--- config.mk ---
export PLATFORM = sky130hd
export DESIGN_NAME = shared_not_arbiter
export DESIGN_NICKNAME = d
export VERILOG_FILES = /design/src/rtl/shared_not_arbiter.sv
export SDC_FILE = /design/constraint.sdc
export NUM_CORES = 1
export LEC_CHECK = 0
export ABC_AREA = 1
export CAP_MARGIN = 20
export CORE_MARGIN = 5
export CORE_UTILIZATION = 52
export CTS_BUF_LIST = sky130_fd_sc_hd__clkbuf_8
export CTS_CLUSTER_DIAMETER = 60
export CTS_CLUSTER_SIZE = 14
export DETAILED_ROUTE_END_ITERATION = 7
export PLACE_DENSITY = 0.91
export SYNTH_ARGS = -nofsm -noshare
export SYNTH_HDL_FRONTEND = slang
export SYNTH_SLANG_ARGS = --single-unit
--- constraint.sdc ---
create_clock -name clk -period 3.85 [get_ports clk]
set_clock_uncertainty 0.1 [all_clocks]
set_input_delay 1.155 -clock clk [delete_from_list [all_inputs] [get_ports clk]]
set_output_delay 1.155 -clock clk [all_outputs]
set_load 0.01 [all_outputs]
--- src/rtl/shared_not_arbiter.sv ---
// Round-robin sequencer sharing one mynotgate inverter among NUM_REQ requesters.
// Define SHARED_NOT_STATS_EN to add the saturating txn_count output.

module mynotgate #(
  parameter int WIDTH = 8
) (
  input  logic [WIDTH-1:0] a,
  output logic [WIDTH-1:0] y
);
  assign y = ~a;
endmodule

module shared_not_arbiter #(
  parameter int NUM_REQ = 4,
  parameter int DATA_W  = 8,
  parameter int ID_W    = 2
) (
  input  logic                      clk,
  input  logic                      rst_n,
  input  logic [NUM_REQ-1:0]        req,
  input  logic [NUM_REQ*DATA_W-1:0] req_data,
  output logic [NUM_REQ-1:0]        gnt,
  output logic                      rsp_valid,
  input  logic                      rsp_ready,
  output logic [ID_W-1:0]           rsp_id,
  output logic [DATA_W-1:0]         rsp_data,
  output logic                      busy
`ifdef SHARED_NOT_STATS_EN
  ,
  output logic [15:0]               txn_count
`endif
);

  typedef enum logic [1:0] {IDLE, GRANT, EXEC, RESP} state_e;

  state_e              state_q, state_d;
  logic [ID_W-1:0]     ptr_q, ptr_d;
  logic [ID_W-1:0]     id_q, id_d;
  logic [DATA_W-1:0]   op_q, op_d;
  logic [NUM_REQ-1:0]  gnt_q, gnt_d;
  logic                rsp_valid_q, rsp_valid_d;
  logic [ID_W-1:0]     rsp_id_q, rsp_id_d;
  logic [DATA_W-1:0]   rsp_data_q, rsp_data_d;
  logic                busy_q, busy_d;

  logic                win_found;
  logic [ID_W-1:0]     win_id;
  logic [DATA_W-1:0]   win_op;
  logic [ID_W-1:0]     cand_id;
  int unsigned         cand;
  logic [DATA_W-1:0]   inv_y;

  mynotgate #(.WIDTH(DATA_W)) u_not (
    .a (op_q),
    .y (inv_y)
  );

  // Search upward from the pointer, wrapping at NUM_REQ-1; first hit wins.
  always_comb begin
    win_found = 1'b0;
    win_id    = '0;
    cand      = 0;
    cand_id   = '0;
    for (int unsigned i = 0; i < NUM_REQ; i++) begin
      cand = 32'(ptr_q) + i;
      if (cand >= NUM_REQ) cand = cand - NUM_REQ;
      cand_id = ID_W'(cand);
      if (!win_found && req[cand_id]) begin
        win_found = 1'b1;
        win_id    = cand_id;
      end
    end
    win_op = DATA_W'(req_data >> (win_id * DATA_W));
  end

  always_comb begin
    state_d     = state_q;
    ptr_d       = ptr_q;
    id_d        = id_q;
    op_d        = op_q;
    gnt_d       = '0;
    rsp_valid_d = rsp_valid_q;
    rsp_id_d    = rsp_id_q;
    rsp_data_d  = rsp_data_q;
    case (state_q)
      IDLE: begin
        if (win_found) begin
          op_d    = win_op;
          id_d    = win_id;
          gnt_d   = NUM_REQ'(1) << win_id;
          state_d = GRANT;
        end
      end
      GRANT: begin
        ptr_d   = (id_q == ID_W'(NUM_REQ - 1)) ? '0 : id_q + ID_W'(1);
        state_d = EXEC;
      end
      EXEC: begin
        rsp_data_d  = inv_y;
        rsp_id_d    = id_q;
        rsp_valid_d = 1'b1;
        state_d     = RESP;
      end
      RESP: begin
        if (rsp_valid_q && rsp_ready) begin
          rsp_valid_d = 1'b0;
          state_d     = IDLE;
        end
      end
      default: state_d = IDLE;
    endcase
    busy_d = (state_d != IDLE);
  end

  always_ff @(posedge clk or negedge rst_n) begin
    if (!rst_n) begin
      state_q     <= IDLE;
      ptr_q       <= '0;
      id_q        <= '0;
      op_q        <= '0;
      gnt_q       <= '0;
      rsp_valid_q <= 1'b0;
      rsp_id_q    <= '0;
      rsp_data_q  <= '0;
      busy_q      <= 1'b0;
    end else begin
      state_q     <= state_d;
      ptr_q       <= ptr_d;
      id_q        <= id_d;
      op_q        <= op_d;
      gnt_q       <= gnt_d;
      rsp_valid_q <= rsp_valid_d;
      rsp_id_q    <= rsp_id_d;
      rsp_data_q  <= rsp_data_d;
      busy_q      <= busy_d;
    end
  end

  assign gnt       = gnt_q;
  assign rsp_valid = rsp_valid_q;
  assign rsp_id    = rsp_id_q;
  assign rsp_data  = rsp_data_q;
  assign busy      = busy_q;

`ifdef SHARED_NOT_STATS_EN
  logic [15:0] txn_count_q, txn_count_d;

  always_comb begin
    txn_count_d = txn_count_q;
    if (rsp_valid_q && rsp_ready && (txn_count_q != 16'hFFFF))
      txn_count_d = txn_count_q + 16'd1;
  end

  always_ff @(posedge clk or negedge rst_n) begin
    if (!rst_n) txn_count_q <= '0;
    else        txn_count_q <= txn_count_d;
  end

  assign txn_count = txn_count_q;
`endif

endmodule

# Word-level counts from Yosys, hierarchy flattened
# Index checks and enable logic that the tools add are counted.
# classes
add_sub_neg,8
mul,0
div,0
order_cmp,8
n_eq_ne,5
shifts,2
n_mux,28
bitwise_logic,1
reduce_logical,12
# op_table
op,count
$shr 32x5->8,1
$mux 2,11
$lt 2x3->1 const B,4
$ge 3x3->1 const B,3
$mux 1,9
$bmux 1 s2,4
$mux 4,2
$not 8->8,1
$pmux 2 s4,1
$sub 2x1->2 const B,4
$add 2x2->3 const B,2
$eq 2x2->1 const B,3
$logic_and 1x1->1,4
$reduce_and 2->1,2
$reduce_bool 2->1,2
$shl 1x2->4 const A,1
$add 2x1->3 const B,1
$ge 2x3->1 const B,1
$logic_not 1->1,3
$add 2x1->2 const B,1
$eq 2x1->1 const B,1
$logic_not 2->1,1
$ne 2x2->1 const B,1
$pmux 1 s2,1
# totals
ff_bits,30
latch_bits,0
ram_bits,0
romBits,0
inputBits,39
output_inout_bits,16
memories,0

# Depth between registers and ports, before layout
# depth
ltp_word,17
ltp_mapped,15
mapped_depth_nobuf,14

# Cells and area by module
# From an unflattened synthesis, not the netlist that was laid out.
# unflattened
cells_unflattened,262
hier_area_um2,1869.3
# by_module_without_submodules
module,n_inst,cells_per_inst,area_per_inst_um2
shared_not_arbiter,1,254,1839.3
mynotgate,1,8,30.0

# Worst setup path after synthesis
# OpenSTA, ideal clock, no wires.
# synth_path
kind,input to register
startpoint,input port req[3]
endpoint,register op_q[3]
setup_ns,0.124
arrival_time_ns,2.219
t_required_ns,3.626
setup_slack_ns,1.407
path_stages,12
path_cell_list,inv_1 > nand2_2 > nand3_2 > nand2_2 > nor2_4 > nand3_2 > nand2_2 > nand2_2 > buf_6 > or2_0 > nand3_1 > nand3_1
# synth_via
elab_chain_len,13
word_cells_on_any_way,24
# synth_lines
element,line_no,source
"start, declared",20,"input logic [NUM_REQ-1:0] req,"
$bmux 1 s2,68,if (!win_found && req[cand_id]) begin
$mux 1 (not written as such),68,
$mux 1,68,
$logic_not 1->1,68,
$logic_and 1x1->1,68,
$mux 1,68,
$logic_not 1->1,68,
$logic_and 1x1->1,68,
$mux 1,68,
$logic_not 1->1,68,
$logic_and 1x1->1,68,
$mux 2 or $mux 1 (tied branches),68,
$shr 32x5->8 or $reduce_and 2->1 (tied branches),n/a,
"end signal, assigned",130,op_q <= op_d;
"end, declared",39,"logic [DATA_W-1:0] op_q, op_d;"
# Parallel ways exist; a longest one is shown, timed or not. The select of a mux whose other input is x is not followed.
# A chain may end at the register's enable or synchronous reset.

# Worst setup path in the final report
# layout_path
startpoint,input port req[1]
endpoint,register op_q[0]
# Same word-level chain as after synthesis.

==> summary.md <==
| Metric | Value |
|---|---|
| Status | finished clean |
| CP delay by family, top | simple AND/OR/NAND/NOR gates |
| Slew Limit Fails | 0 |
| Max Cap Viol | 0 |
| Detailed Place HPWL | 2950 um |
| Post-synth top area share | 0.431 |
| Clock latency on the worst-skew pair | 0.28 ns |
| Crit path kind | in2reg |
| Tmin final | 3.05 ns |
| Synthesized area | 0.00174 mm2 |
| Core Region | 0.00328 mm2 |
| Port Buffers | 54 |
| First-pass GRT wire length | 6330 um |
| Pwr Total | 0.00190 W |
| Most common cell after layout, fill and taps aside | nand2_1 |
| GRT Overall Usage | 0.182 |
| Placer Congestion | 0.860 |
| LEAKAGE | 1.23 nW |
| Mean Syn Cell Area | 7.17 um2 |
| Area leader, netlist | dfrtp_1 |
| Critical Path Max Stage Delay | 0.47 ns |
| Max H-tree Level | 2 |
| # rows | 21 |
| Die height | 67.9 um |
| Hold slack | 0.359 ns |
| Starting DRC count in detailed routing | 118 |
| #FFs+latches synth | 30 |
| Fillcell total | 272 |
| Max Clock Freq | 328 MHz |
| Vias | 1,670 |
| Clk slew on worst S/H paths | 0.06 ns |
| RSZ-0062 raised after global routing | no |
| Vias per cell | 4.85 |
| PostCTS Resize Cnt | 0 |
| Buf/Inv on CP | 2 |
| VDD IR max | 399 uV |
| Die W | 67.9 um |
| Largest net degree at the start of global routing | 31 |
| Clock Sinks | 30 |
| Clock Tree Root | clkbuf_8 |
| Grt ovf | 0 |
| Endpoints failing setup | 0 |
| Max Used Layer | met4 |
| Worst slew margin | 0.647 |
| Routed wl met2 | 1820 um |
| Synth top area cells | dfrtp_1 (43%), nand2_1 (17%), nand3_1 (9.2%) |
| Total setup buffers inserted after CTS | 0 |
| Initial antenna violation count | 0 |
| WL met3 | 308 um |
| Setup TNS | 0 ns |
| Synth cell types | 23 |
| Total die area | 0.00461 mm2 |
| Final Cycle Share | 0.793 |
| Num ports | 55 |
| Slew @ Worst Pin | 0.528 ns |
| CTS tree | done |
| Met1 Wirelength | 1690 um |
| CP most frequent cell | nand2_1 |
| Share of cells above drive strength 1 | 0.0940 |
| Crit. End Element | flip-flop |
| Post-DRT Antenna Nets | 0 |
| Commonest non-fill, non-tap cells in the layout | nand2_1 (80), clkdlybuf4s50_1 (54), inv_1 (35), nand3_1 (32), dfrtp_1 (30) |
| Area Growth Syn to Fin | 37.1% |
| Slowest cell on the critical path | clkdlybuf4s50_1 |
| Post-synthesis sequential area ratio | 0.431 |
| ANT cells | 0 |
| CTS max path bufs | 2 |
| Worst-path cell chain | clkdlybuf4s50_1 -> inv_1 -> nand2_1 -> nand2_1 -> nand2_1 -> nand2_1 -> a21oi_1 -> nand2_1 -> nand2_2 -> nand2_1 -> nand3_1 -> nand2_1 -> nand2_1 -> nand2_1 |
| Pwr Density | 797 mW/mm2 |
| Final hold violation count | 0 |
| First drt pass iteration count | 4 |
| Effective utilization at floorplan | 0.530 |
| Post-Synthesis Cells | 243 |
| Routed WL | 3880 um |
| Post-CTS Hold Buffers | 0 |
| Critical Path RT | 3.91 ns |
| Fin nets | 337 |
| Arrival time worst endpoint | 3.12 ns |
| Element type at the critical path start | input pin |
| Clock buffer count from CTS | 5 |
| Register-to-register setup slack | 1.35 ns |
| CP max FO | 22 |
| Routed len/inst | 11.3 um |
| Synth warnings | 0 |
| Hold Crit Class | reg2reg |
| Drt drc | 0 |
| Net Count, Synth | 283 |
| Number of global-route vias before repair | 1,562 |
-- sequential cells by signal, summed over array words and instances (netlist names) --
signal and flops:
busy 1, gnt 4, id_q 2, op_q 8
ptr_q 2, rsp_data 8, rsp_id 2, rsp_valid 1
state_q 2
-- synth_stat cells, drive strengths merged --
library cell / n
a21boi: 1
ha: 1
or2: 5
a21oi: 2
dfrtp: 30
nand3b: 6
nand3: 35
o21ai: 14
clkbuf: 2
inv: 37
nand2: 90
buf: 6
nor2: 13
o31ai: 1
-- kinds of logic after synthesis --
family	Yosys count	synth area share
AO/OA/AOI/OAI	18	0.0568
adder cells (fa/ha/maj)	1	0.00718
buffers and inverters	45	0.108
flip-flops	30	0.431
AND/OR/NAND/NOR	149	0.397
-- routing by layer --
metal  vias to the layer above  GRT usage
met2                        58      0.309
met1                       740      0.223
li1                        864          -
met3                         8     0.0361
met4                         0     0.0844
met5                         -          0
-- where the power goes --
part           switching, W  internal (W)  leakage, nW  total (W)
Combinational      0.000659      0.000431        0.810    0.00109
Sequential        0.0000984      0.000466        0.367   0.000564
Clock              0.000108      0.000141       0.0524   0.000249
-- worst paths after layout --
| kind | from | cells past startpoint | end |
|---|---|---|---|
| min | op_q[0] | 1 | rsp_data[0] |
| max reg2reg | ptr_q[0] | 12 | op_q[5] |
| min reg2reg | op_q[0] | 1 | rsp_data[0] |
| max in group asynchronous | rst_n | 2 | rsp_data[7] |
| min in group asynchronous | rst_n | 2 | rsp_valid |
| max | req[1] | 14 | op_q[0] |
-- final cells by class --
class	count	area, um2	area share
clock inverters	2	8.76	0.00367
clock buffers	6	82.6	0.0346
repair buffers	55	548	0.229
multi-input cells	168	802	0.336
flip-flops and latches	30	751	0.314
well taps	46	57.6	0.0241
inverters	37	139	0.0581
-- per-stage QoR --
step	area, um2	instances	setup WS (ns)	utilization
3_3_place_gp	2300	336	0.626	0.699
2_1_floorplan	1740	243	1.41	-
6_report	2390	344	0.797	0.727
3_5_place_dp	2300	336	0.521	0.699
4_1_cts	2390	344	0.816	0.727
5_1_grt	2390	344	0.557	0.727
Power figures use the tool's default switching activity.
